**src/rtl/pcie_tx_arbiter.sv**
```systemverilog
// Round-robin packet arbiter sharing one Avalon-ST TX port among NUM_REQ TLP sources.
// Grants are locked SOP..EOP; stray beats seen while idle are discarded and counted.
module pcie_tx_arbiter #(
   parameter int NUM_REQ    = 3,
   parameter int DATA_WIDTH = 64
) (
   input  logic                          clk,
   input  logic                          reset,
   input  logic                          my_id_valid,
   input  logic [NUM_REQ*DATA_WIDTH-1:0] in_data,
   input  logic [NUM_REQ-1:0]            in_valid,
   input  logic [NUM_REQ-1:0]            in_sop,
   input  logic [NUM_REQ-1:0]            in_eop,
   output logic [NUM_REQ-1:0]            in_ready,
   output logic [DATA_WIDTH-1:0]         tx_st_data,
   output logic                          tx_st_valid,
   output logic                          tx_st_sop,
   output logic                          tx_st_eop,
   input  logic                          tx_st_ready,
   output logic [NUM_REQ-1:0]            grant,
   output logic                          busy,
   output logic [15:0]                   drop_count
);

   localparam int IW = $clog2(NUM_REQ);

   typedef enum logic {
      S_IDLE,
      S_PKT
   } state_t;

   state_t                  state_q, state_d;
   logic [NUM_REQ-1:0]      grant_q, grant_d;
   logic [IW-1:0]           last_q, last_d;
   logic [DATA_WIDTH-1:0]   tx_data_q, tx_data_d;
   logic                    tx_valid_q, tx_valid_d;
   logic                    tx_sop_q, tx_sop_d;
   logic                    tx_eop_q, tx_eop_d;
   logic [15:0]             drop_q, drop_d;

   logic                    stage_ready;
   logic [NUM_REQ-1:0]      elig;
   logic [NUM_REQ-1:0]      rdy_c;
   logic                    found_hi, found_lo;
   logic [IW-1:0]           hi_idx, lo_idx, pick_idx;
   logic [DATA_WIDTH-1:0]   sel_data;
   logic                    sel_sop, sel_eop;

   assign stage_ready = !tx_valid_q | tx_st_ready;
   assign elig        = in_valid & in_sop;

   // Rotating priority: first eligible above last, else first eligible from 0.
   always_comb begin
      found_hi = 1'b0;
      found_lo = 1'b0;
      hi_idx   = '0;
      lo_idx   = '0;
      for (int i = 0; i < NUM_REQ; i++) begin
         if (elig[i] && !found_lo) begin
            found_lo = 1'b1;
            lo_idx   = IW'(i);
         end
         if (elig[i] && (i > int'(last_q)) && !found_hi) begin
            found_hi = 1'b1;
            hi_idx   = IW'(i);
         end
      end
      pick_idx = found_hi ? hi_idx : lo_idx;
   end

   always_comb begin
      sel_data = '0;
      sel_sop  = 1'b0;
      sel_eop  = 1'b0;
      for (int i = 0; i < NUM_REQ; i++) begin
         if (grant_q[i]) begin
            sel_data = in_data[i*DATA_WIDTH +: DATA_WIDTH];
            sel_sop  = in_sop[i];
            sel_eop  = in_eop[i];
         end
      end
   end

   always_comb begin
      state_d    = state_q;
      grant_d    = grant_q;
      last_d     = last_q;
      tx_data_d  = tx_data_q;
      tx_valid_d = tx_valid_q & !tx_st_ready;
      tx_sop_d   = tx_sop_q;
      tx_eop_d   = tx_eop_q;
      drop_d     = drop_q;
      rdy_c      = '0;
      unique case (state_q)
         S_IDLE: begin
            rdy_c = in_valid & ~in_sop;
            if (|rdy_c && drop_q != 16'hFFFF) begin
               drop_d = drop_q + 16'd1;
            end
            if (my_id_valid && |elig) begin
               state_d = S_PKT;
               last_d  = pick_idx;
               for (int i = 0; i < NUM_REQ; i++) begin
                  grant_d[i] = (pick_idx == IW'(i));
               end
            end
         end
         S_PKT: begin
            rdy_c = grant_q & {NUM_REQ{stage_ready}};
            if (|(rdy_c & in_valid)) begin
               tx_data_d  = sel_data;
               tx_valid_d = 1'b1;
               tx_sop_d   = sel_sop;
               tx_eop_d   = sel_eop;
               if (sel_eop) begin
                  state_d = S_IDLE;
                  grant_d = '0;
               end
            end
         end
      endcase
   end

   always_ff @(posedge clk) begin
      if (reset) begin
         state_q    <= S_IDLE;
         grant_q    <= '0;
         last_q     <= IW'(NUM_REQ - 1);
         tx_data_q  <= '0;
         tx_valid_q <= 1'b0;
         tx_sop_q   <= 1'b0;
         tx_eop_q   <= 1'b0;
         drop_q     <= '0;
      end else begin
         state_q    <= state_d;
         grant_q    <= grant_d;
         last_q     <= last_d;
         tx_data_q  <= tx_data_d;
         tx_valid_q <= tx_valid_d;
         tx_sop_q   <= tx_sop_d;
         tx_eop_q   <= tx_eop_d;
         drop_q     <= drop_d;
      end
   end

   assign in_ready    = reset ? '0 : rdy_c;
   assign tx_st_data  = tx_data_q;
   assign tx_st_valid = tx_valid_q;
   assign tx_st_sop   = tx_sop_q;
   assign tx_st_eop   = tx_eop_q;
   assign grant       = grant_q;
   assign busy        = (state_q == S_PKT);
   assign drop_count  = drop_q;

endmodule

```
**config.mk**
```make
export PLATFORM = sky130hd
export DESIGN_NAME = pcie_tx_arbiter
export DESIGN_NICKNAME = d
export VERILOG_FILES = /design/src/rtl/pcie_tx_arbiter.sv
export SDC_FILE = /design/constraint.sdc
export NUM_CORES = 1
export LEC_CHECK = 0
export BUFFER_PORTS_ARGS = -buffer_cell sky130_fd_sc_hd__buf_4
export CAP_MARGIN = 20
export CORE_AREA = 2 2 116 118
export CTS_CLUSTER_SIZE = 20
export DETAILED_ROUTE_END_ITERATION = 6
export DIE_AREA = 0 0 118 120
export GPL_TIMING_DRIVEN = 0
export PLACE_DENSITY = 0.72
export RECOVER_POWER = 100
export SLEW_MARGIN = 25
export SYNTH_ARGS = -nofsm -noshare
export SYNTH_HDL_FRONTEND = slang
export SYNTH_SLANG_ARGS = --single-unit
```
**constraint.sdc**
```tcl
create_clock -name clk -period 2 [get_ports clk]
set_input_delay 0.1 -clock clk [delete_from_list [all_inputs] [get_ports clk]]
set_output_delay 0.1 -clock clk [all_outputs]
set_load 0.1 [all_outputs]
```
==> results of run 1 <==
==> layer usage <==
| metal | GRT usage [%] | wire, µm | vias to the layer above |
|---|---|---|---|
| met5 | 0 | 0 | - |
| met4 | 12.0 | 816 | 0 |
| met3 | 6.84 | 1370 | 47 |
| met2 | 49.0 | 10100 | 262 |
| met1 | 34.8 | 8770 | 2880 |
| li1 | - | - | 2890 |
==> repair_timing <==
item	in CTS	in global routing
resized for setup	7	16
pin swaps	0	2
setup endpoints to repair	32	48
setup buffers	0	1
cloned	0	0
==> stage by stage <==
stage                     instance area [µm²]  setup TNS (ns)  setup WS, ns  hold slack (ns)  cells
final                                    7470               0        0.0415           0.0364   1099
after global routing                     7470          -0.880       -0.0615           0.0358   1099
after CTS                                7730               0        0.0143           0.0324   1098
after detailed placement                 7400          -0.450        -0.238            0.405   1082
after global placement                   7400          -0.210        -0.181            0.390   1082
after floorplan                          4970         -0.0569       -0.0569            0.259    612
==> cells in the mapped netlist (2+ instances only) <==
| cell type | n | area, µm² |
|---|---|---|
| nand2_1 | 81 | 304 |
| inv_1 | 3 | 11.3 |
| or3_1 | 2 | 12.5 |
| nand4_1 | 6 | 37.5 |
| nand2b_1 | 69 | 432 |
| or4_1 | 5 | 37.5 |
| buf_4 | 4 | 30.0 |
| nor4_1 | 5 | 31.3 |
| buf_2 | 10 | 50.1 |
| o31ai_1 | 5 | 37.5 |
| dfxtp_1 | 89 | 1780 |
| and2_1 | 6 | 37.5 |
| nor2b_1 | 6 | 37.5 |
| nand3_1 | 71 | 355 |
| a31oi_1 | 2 | 12.5 |
| o21ai_0 | 4 | 20.0 |
| a311oi_1 | 2 | 17.5 |
| nor2_1 | 11 | 41.3 |
| a222oi_1 | 2 | 20.0 |
| nand3b_1 | 4 | 30.0 |
| a221o_1 | 65 | 651 |
| a211o_1 | 2 | 17.5 |
| a21oi_1 | 81 | 405 |
| clkbuf_1 | 40 | 150 |
| and4_1 | 3 | 26.3 |
| mux2_2 | 3 | 33.8 |
| mux2i_1 | 3 | 30.0 |
==> worst min-delay path, stage by stage <==
cell and delay [ns]:
buf_4 0.11, nand2b_1 0.06, a221oi_1 0.07
==> worst min-delay path by stage <==
stage	endpoint	cells after the start	slack [ns]	startpoint
2_1_floorplan	busy$_SDFF_PP0_	2	0.26	my_id_valid
6_report	busy$_SDFF_PP0_	3	0.04	my_id_valid
3_5_place_dp	busy$_SDFF_PP0_	3	0.41	my_id_valid
5_1_grt	busy$_SDFF_PP0_	3	0.04	my_id_valid
4_1_cts	busy$_SDFF_PP0_	3	0.03	my_id_valid
3_3_place_gp	busy$_SDFF_PP0_	3	0.39	my_id_valid
==> layout by cell type (no fill, tap or decap), drive strengths merged, types with 3 or more instances in the layout <==
| cell | synthesis | routed |
|---|---|---|
| buf | 15 | 224 |
| clkbuf | 41 | 137 |
| dfxtp | 89 | 89 |
| a21oi | 81 | 81 |
| nand2 | 81 | 81 |
| nand3 | 71 | 71 |
| nand2b | 70 | 70 |
| a221o | 65 | 65 |
| nor2 | 11 | 11 |
| nand4 | 7 | 7 |
| nor4 | 7 | 7 |
| and2 | 6 | 6 |
| nor2b | 6 | 6 |
| o31ai | 5 | 5 |
| or4 | 5 | 5 |
| nand3b | 4 | 4 |
| o21ai | 4 | 4 |
| inv | 3 | 4 |
| mux2 | 4 | 4 |
| clkinv | 1 | 4 |
| mux2i | 3 | 3 |
| and4 | 3 | 3 |
==> logic make-up (layout without fill, tap and decap cells) <==
family          Yosys count  in the layout
simple gates            279            279
buf+inv                  60            371
mux                       7              7
fa+ha+maj                 1              1
compound gates          176            176
flops                    89             89
==> registers in the layout (all words and copies together), names as in the netlist <==
signal       flops
grant            3
tx_st_valid      1
tx_st_eop        1
drop_count      16
tx_st_data      64
last_q           2
tx_st_sop        1
busy             1
==> power by group through the flow <==
| stage | logic, mW | registers [mW] | clock network (mW) |
|---|---|---|---|
| 6_report | 0.833 | 1.80 | 1.75 |
| 3_5_place_dp | 0.829 | 1.84 | 0 |
| 3_3_place_gp | 0.827 | 1.84 | 0 |
| 4_1_cts | 0.836 | 1.80 | 1.77 |
| 5_1_grt | 0.886 | 1.80 | 1.85 |
| 2_1_floorplan | 0.313 | 1.93 | 0 |
==> area by class of cell <==
| class | instances | area, µm² | share of cell area (%) |
|---|---|---|---|
| plain buffers | 56 | 270 | 3.62 |
| clock buffers | 10 | 239 | 3.20 |
| clock inverters | 6 | 66.3 | 0.887 |
| inverters | 4 | 15.0 | 0.201 |
| multi-input cells | 463 | 2900 | 38.8 |
| flip-flops and latches | 89 | 1810 | 24.2 |
| well taps | 176 | 220 | 2.95 |
| repair buffers | 295 | 1960 | 26.2 |
==> impl_results.md, run 1 <==
* Wire per inst at ~19 µm
* Max Cap Viol at 0
* Root Buffer: clkbuf_16
* Hold Fails Final Rpt at 0
* CP Max Fanout at 10
* Synth Net Count at 818
* Clock transition at path regs at 0.07 ns
* Post-DRT Antenna Nets at 0
* Largest family of logic cells by synthesized area: simple AND/OR/NAND/NOR gates
* Ant. Diodes at 0
* CP startpoint: grant[2]$_SDFFE_PP0P_
* Remaining Overflow, GRT at 0
* P per Cell Area at 586 nW/µm²
* Num CTS Buffers at 9
* Worst VDD drop at 0.424 mV
* WS Path Type: reg -> out
* Synth Area in Adders at 0.254%
* FF-to-FF path depth at 7
* Synth Area in XOR/XNOR at 0%
* Top delay family on crit path: buffers and inverters
* Post-synthesis async set-or-reset flop share at 0%
* Site row count at 42
* Ys flop type: dfxtp_1
* Worst r2r src: grant[2]$_SDFFE_PP0P_
* Worst EP required at 1.90 ns
* Int Power at 3.21 mW
* Share of post-route cells with drive strength above 1 at 35.1%
* Clock latency on the worst-skew pair at 0.35 ns
* H-tree levels at 3
* Num ports at 295
* Static leakage at ~3.0 nW
* Rel. slew slack at 18.4%
* Via-to-Cell Ratio at 5.53
* RSZ-0062 raised after global routing: true
* Yosys reg bits at 89
* DRC at 0
* Crit share post-route at 97.9%
* Fmax at 511 MHz
* Starting DRT DRC Count at 625
* Width of the chip at roughly 120 µm
* Buffers added on ports at 294
* Net Switching at 1.17 mW
* Netlist cell types at 55
* Fill count at about 1300
* Area grow syn2layout at 51.9%
* Final setup violation count at 0
* Min Clock Period, post-route at 1.96 ns
* RePlAce Congestion at 0.913
* Fin Clk Skew at 0.00822 ns
* Flop pwr share at 41.1%
* Worst r2r dst: tx_st_data[23]$_SDFFE_PP0P_
* Mux cell area share after synthesis at 1.53%
* Detailed-route via count at ~6000
* Avg Inst Size Synth at approximately 8.0 µm²
* Initial antenna violation count at 0
* Worst Hold Class: in -> reg
* DP HPWL at 16400 µm
* Core Region at 13000 µm²
* Crit path depth at 6
* Register area share after synthesis at a little over a third
* Sw frac at 26.7%
* Die ar. at between 10000 and 15000 µm²
* Post-synth EDFFs at 0
* Mapped Cells at about 600
* Deepest clock path buffer count at 2
* Setup crit end: in_ready[2]
* Hold-fix buffers, CTS at 0
* Tot GR Track Use at 28.8%
* Design Power at 4.38 mW
* Simple-Gate Fraction of Synth Area at 30.4%
* Cell Chain, Critical Path: clkbuf_2, clkbuf_8, clkbuf_4, a21oi_1, nor2_4, buf_8
* Outcome: completed
* Die Span Y at 120 µm
* Crit-path slowest cell: dfxtp_4
* Pins Over Slew Limit at 0
* CP arrival at 1.86 ns
* First-pass GRT wire length at 31800 µm
* Syn Std Cell Area at 4920 µm²
* Worst path bufs/invs at 4
* Type of origin of the critical path: flip-flop
* Clock power share at 39.9%
* Critical Path Sink Type: output port
* CTS tree: built
* Drt pass-1 iters at 5
* Synth Area in Compound Gates at 26.5%
* Syn. warnings at 0
* Worst slew pin tran at 1.23 ns
* FF-to-FF setup slack at approximately 0.07 ns
* Slowest stage delay, CP at around 0.34 ns
* Num Clock Sinks at 89
* Largest net degree at the start of global routing at 16
* Combinational Power Share at 19.0%
* Post-Route WL at between 20000 and 25000 µm
* # nets final at 1124
* Vias in the first global route at roughly 5700
* Final core occ at 57.6%
* Starting Density at 37.9%
No activity file was read; power rests on OpenSTA's default activity.
==> run 2, diff against run 1 <==
- RECOVER_POWER: 100 -> 25
==> run 2 against run 1 <==
Flip-flop and latch count unchanged. Non-clock buffer count unchanged. Sequential power hardly changed. Worst hold slack got worse by 0.0019 ns. Power rose by 0.21%. First-iteration DRC count shrank 9.9%. Largest cell class unchanged. Critical path depth is the same. Die area unchanged. Via count about the same.
==> impl_results.md, run 2 (synthesized netlist as in run 1, its figures left out) <==
* Detailed-route via count at between 6000 and 7000
* Pre-CTS setup slack at -0.238 ns
* Rel. slew slack at 18.6%
* DP HPWL at 16400 µm
* Post-route cell area at 7630 µm²
* Hold-fix buffers, CTS at 0
* WS Path Type: reg -> out
* Commonest non-fill, non-tap cells in the layout: buf_4, a21oi_1, nand2_1
* Pins Over Slew Limit at 0
* Clock transition at path regs at approximately 0.07 ns
* Outcome: completed
* H-tree levels at 3
* Fin Clk Skew at 0.00843 ns
* Placed cell areas at 7400 µm²
* Fmax at 514 MHz
* CP startpoint: grant[2]$_SDFFE_PP0P_
* Critical Path Sink Type: output port
* Via-to-Cell Ratio at 5.53
* Commonest non-fill, non-tap cell in the layout: buf_4
* Die ar. at about 14000 µm²
* Hold Fails Final Rpt at 0
* P per Cell Area at 575 nW/µm²
* Number of flip-flops in the largest register at 64
* Drt pass-1 iters at 5
* Worst EP required at 1.90 ns
* Worst slew pin tran at ~1.2 ns
* Initial antenna violation count at 0
* Crit share post-route at 97.2%
* Min Clock Period, post-route at 1.94 ns
* # nets final at 1124
* Final setup violation count at 0
* Final setup TNS at 0 ns
* HP Start: my_id_valid
* Vias in the first global route at about 5700
* Design Power at 4.39 mW
* Starting Density at 37.9%
* Type of origin of the critical path: flip-flop
* Core Region at about 13000 µm²
* Num Clock Sinks at 89
* Deepest clock path buffer count at 2
* Buffers added on ports at around 300
* Site row count at between 40 and 50
* Worst Hold Class: in -> reg
* Worst r2r src: busy$_SDFF_PP0_
* CTS tree: built
* CP arrival at roughly 1.8 ns
* Wire per inst at about 19 µm
* Die Span Y at between 100 and 150 µm
* Width of the chip at approximately 120 µm
* DRC at 0
* Post-Route WL at 21000 µm
* Clock latency on the worst-skew pair at 0.35 ns
* Setup ws final at 0.0554 ns
* Num CTS Buffers at 9
* Final core occ at approximately three fifths
* RSZ-0062 raised after global routing: true
* Area grow syn2layout at 55.2%
* Tot GR Track Use at between 20% and 30%
* Max Cap Viol at 0
* Num ports at 295
* WHS at 0.0346 ns
* RePlAce Congestion at 0.913
* CP Max Fanout at 10
* DP Cell Count at 1082
* Starting DRT DRC Count at between 500 and 600
* Worst VDD drop at 0.425 mV
* Largest net degree at the start of global routing at 16
* Ant. Diodes at 0
* Share of post-route cells with drive strength above 1 at 36.7%
* Post-DRT Antenna Nets at 0
* Final Instance Count excl. Fillers at 1099
* Root Buffer: clkbuf_16
* First-pass GRT wire length at approximately 32000 µm
* Static leakage at around 3.1 nW
* Remaining Overflow, GRT at 0
-- run 2: final timing paths --
check | to | slack (ns) | depth (start not counted)
max | in_ready[2] | 0.06 | 6
min | busy$_SDFF_PP0_ | 0.03 | 3
max reg2reg | tx_st_data[23]$_SDFFE_PP0P_ | 0.07 | 7
min reg2reg | tx_st_data[51]$_SDFFE_PP0P_ | 0.45 | 2
-- run 2: final cells by class --
type	instances	area [µm²]
Clock inverter	6	66.3
Timing Repair Buffer	295	2100
Multi-Input combinational cell	463	2910
Clock buffer	10	239
Fill cell	1243	5350
Buffer	56	270
Sequential cell	89	1810
Tap cell	176	220
Inverter	4	15.0
-- run 2: timing repair --
item                       in CTS  in global routing
setup buffers                   0                  1
resized for setup               7                 16
pin swaps                       0                  2
hold endpoints to repair        0                  0
setup endpoints to repair      32                 48
-- run 2: critical path, stage by stage, from the launching register on --
cell      delay (ns)
dfxtp_4         0.34
buf_2           0.23
clkbuf_8        0.23
clkbuf_4        0.22
a21oi_1         0.13
nor2_4          0.13
buf_8           0.21
-- run 2: per-layer routing --
metal	GRT usage, %	share of wire, %	vias up
met5	0	0	-
met4	12.0	3.9	0
met3	6.84	6.2	45
met2	49.0	49	239
met1	34.8	41	2898
li1	-	-	2893
-- run 2: power by group --
part	internal (mW)	total (mW)	switching, mW
registers	1.79	1.80	0.0152
logic	0.424	0.839	0.415
clock network	1.01	1.75	0.744
total	3.22	4.39	1.17
==> run 3, diff against run 2 <==
- PLACE_DENSITY: 0.72 -> 0.73
==> run 3 against run 2 <==
Global-route usage down 1.6 points. Final cell count stayed put. Combinational power about the same. Utilization hardly changed. Power grew 4.7%. Critical endpoint unchanged.
==> impl_results.md, run 3 (synthesized netlist as in run 1, its figures left out) <==
* M1 GR Usage at between 30% and 40%
* Hold-fix buffers, CTS at 0
* Wire per inst at 18.1 µm
* Clock transition at path regs at about 0.06 ns
* Share of post-route cells with drive strength above 1 at 36.3%
* Pre-CTS setup slack at -0.339 ns
* GR Util met2 at 46.4%
* Met3 usage at 7.18%
* CTS tree: built
* Commonest non-fill, non-tap cell in the layout: buf_4
* Worst EP required at around 1.9 ns
* Post-Route WL at about 20000 µm
* Vias in the first global route at 5542
* Root Buffer: clkbuf_16
* Hold Fails Final Rpt at 0
* Drt pass-1 iters at 5
* H-tree levels at 3
* Fmax at 525 MHz
* CP Max Fanout at 10
* Die ar. at 14200 µm²
* Combinational Power Share at 18.3%
* Placed cell areas at 7400 µm²
* Num ports at about 300
* Min Clock Period, post-route at ~1.9 ns
* Largest net degree at the start of global routing at 15
* Setup ws final at 0.0961 ns
* Core Region at 13000 µm²
* DRC at 0
* Area grow syn2layout at 55.0%
* WHS at about 0.045 ns
* Die Span Y at about 120 µm
* WS Path Type: reg -> out
* Int Power at 3.43 mW
* First-pass GRT wire length at 30100 µm
* Tot GR Track Use at 27.1%
* Number of flip-flops in the largest register at 64
* Clock latency on the worst-skew pair at 0.35 ns
* Commonest non-fill, non-tap cells in the layout: buf_4, a21oi_1, nand2_1
* Via-to-Cell Ratio at 5.42
* Sw frac at 25.3%
* Site row count at 42
* Width of the chip at 118 µm
* Worst Hold Class: in -> reg
* Final setup TNS at 0 ns
* DP HPWL at 15200 µm
* Final Instance Count excl. Fillers at between 1000 and 1500
* Worst slew pin tran at 1.24 ns
* # nets final at 1124
* Max Cap Viol at 0
* Final core occ at 58.8%
* Net Switching at approximately 1.2 mW
* Buffers added on ports at 294
* Clock power share at 42.5%
* Initial antenna violation count at 0
* Ant. Diodes at 0
* Starting Density at a little under two fifths
* FF-to-FF setup slack at around 0.13 ns
* CP arrival at approximately 1.8 ns
* Critical Path Sink Type: output port
* Num Clock Sinks at 89
* Gr busiest metal: met2
* Top delay family on crit path: buffers and inverters
* Starting DRT DRC Count at 396
* Deepest clock path buffer count at 2
* Post-route cell area at about 7600 µm²
* Static leakage at 3.05 nW
* Detailed-route via count at between 5000 and 6000
* Crit share post-route at between 90% and 100%
* Num CTS Buffers at 9
* Post-DRT Antenna Nets at 0
* Design Power at 4.60 mW
* Remaining Overflow, GRT at 0
* Rel. slew slack at 18.0%
* Type of origin of the critical path: flip-flop
* RePlAce Congestion at roughly 0.89
* Cell Chain, Critical Path: buf_4, clkbuf_8, clkbuf_4, a21oi_1, nor2_4, buf_6
* Crit-path slowest cell: dfxtp_4
* Outcome: completed
* Flop pwr share at 39.2%
* Worst VDD drop at 0.319 mV
* DP Cell Count at between 1000 and 1500
* Pins Over Slew Limit at 0
* Slowest stage delay, CP at 0.34 ns
* Final setup violation count at 0
* Fin Clk Skew at 0.00451 ns
* Worst path bufs/invs at 4
* P per Cell Area at roughly 600 nW/µm²
## run 3: layer usage
metal	share of wire (%)	routed length (µm)	vias to the layer above
li1	-	-	2889
met1	41	8080	2775
met2	49	9700	253
met3	7.7	1530	38
met4	2.8	550	0
met5	0	0	-
## run 3: path summary, 6_finish.rpt
kind                                                   from  cells after the start                           to
worst max-delay path                  grant[2]$_SDFFE_PP0P_                      6                  in_ready[2]
worst min-delay path                            my_id_valid                      3              busy$_SDFF_PP0_
worst min register to register  tx_st_data[62]$_SDFFE_PP0P_                      2  tx_st_data[62]$_SDFFE_PP0P_
worst max register to register              busy$_SDFF_PP0_                      7  tx_st_data[32]$_SDFFE_PP0P_
## run 3: power groups by stage
| stage | logic [mW] | registers [mW] | clock network (mW) |
|---|---|---|---|
| after global routing | 0.895 | 1.80 | 2.05 |
| after detailed placement | 0.831 | 1.84 | 0 |
| after floorplan | 0.313 | 1.93 | 0 |
| after CTS | 0.838 | 1.80 | 1.98 |
| after global placement | 0.828 | 1.84 | 0 |
| final | 0.840 | 1.80 | 1.95 |
## run 3: worst min-delay path, delay by kind of cell
kind | cells | cell delay, ns
simple gates | 1 | 0.07
buf+inv | 1 | 0.11
compound gates | 1 | 0.07
## run 3: final cells by class
class / instances / area (µm²)
Buffer: 56 / 272
Clock buffer: 11 / 233
Clock inverter: 5 / 104
Fill cell: 1255 / 5350
Inverter: 4 / 15.0
Multi-Input combinational cell: 463 / 2910
Sequential cell: 89 / 1810
Tap cell: 176 / 220
Timing Repair Buffer: 295 / 2060
## run 3: timing repair
item,4_1_cts,5_1_grt
resized for setup,9,19
endpoints found under the hold margin,0,0
endpoints found under the setup margin,63,50
buffers inserted,0,1
pin swaps,0,0
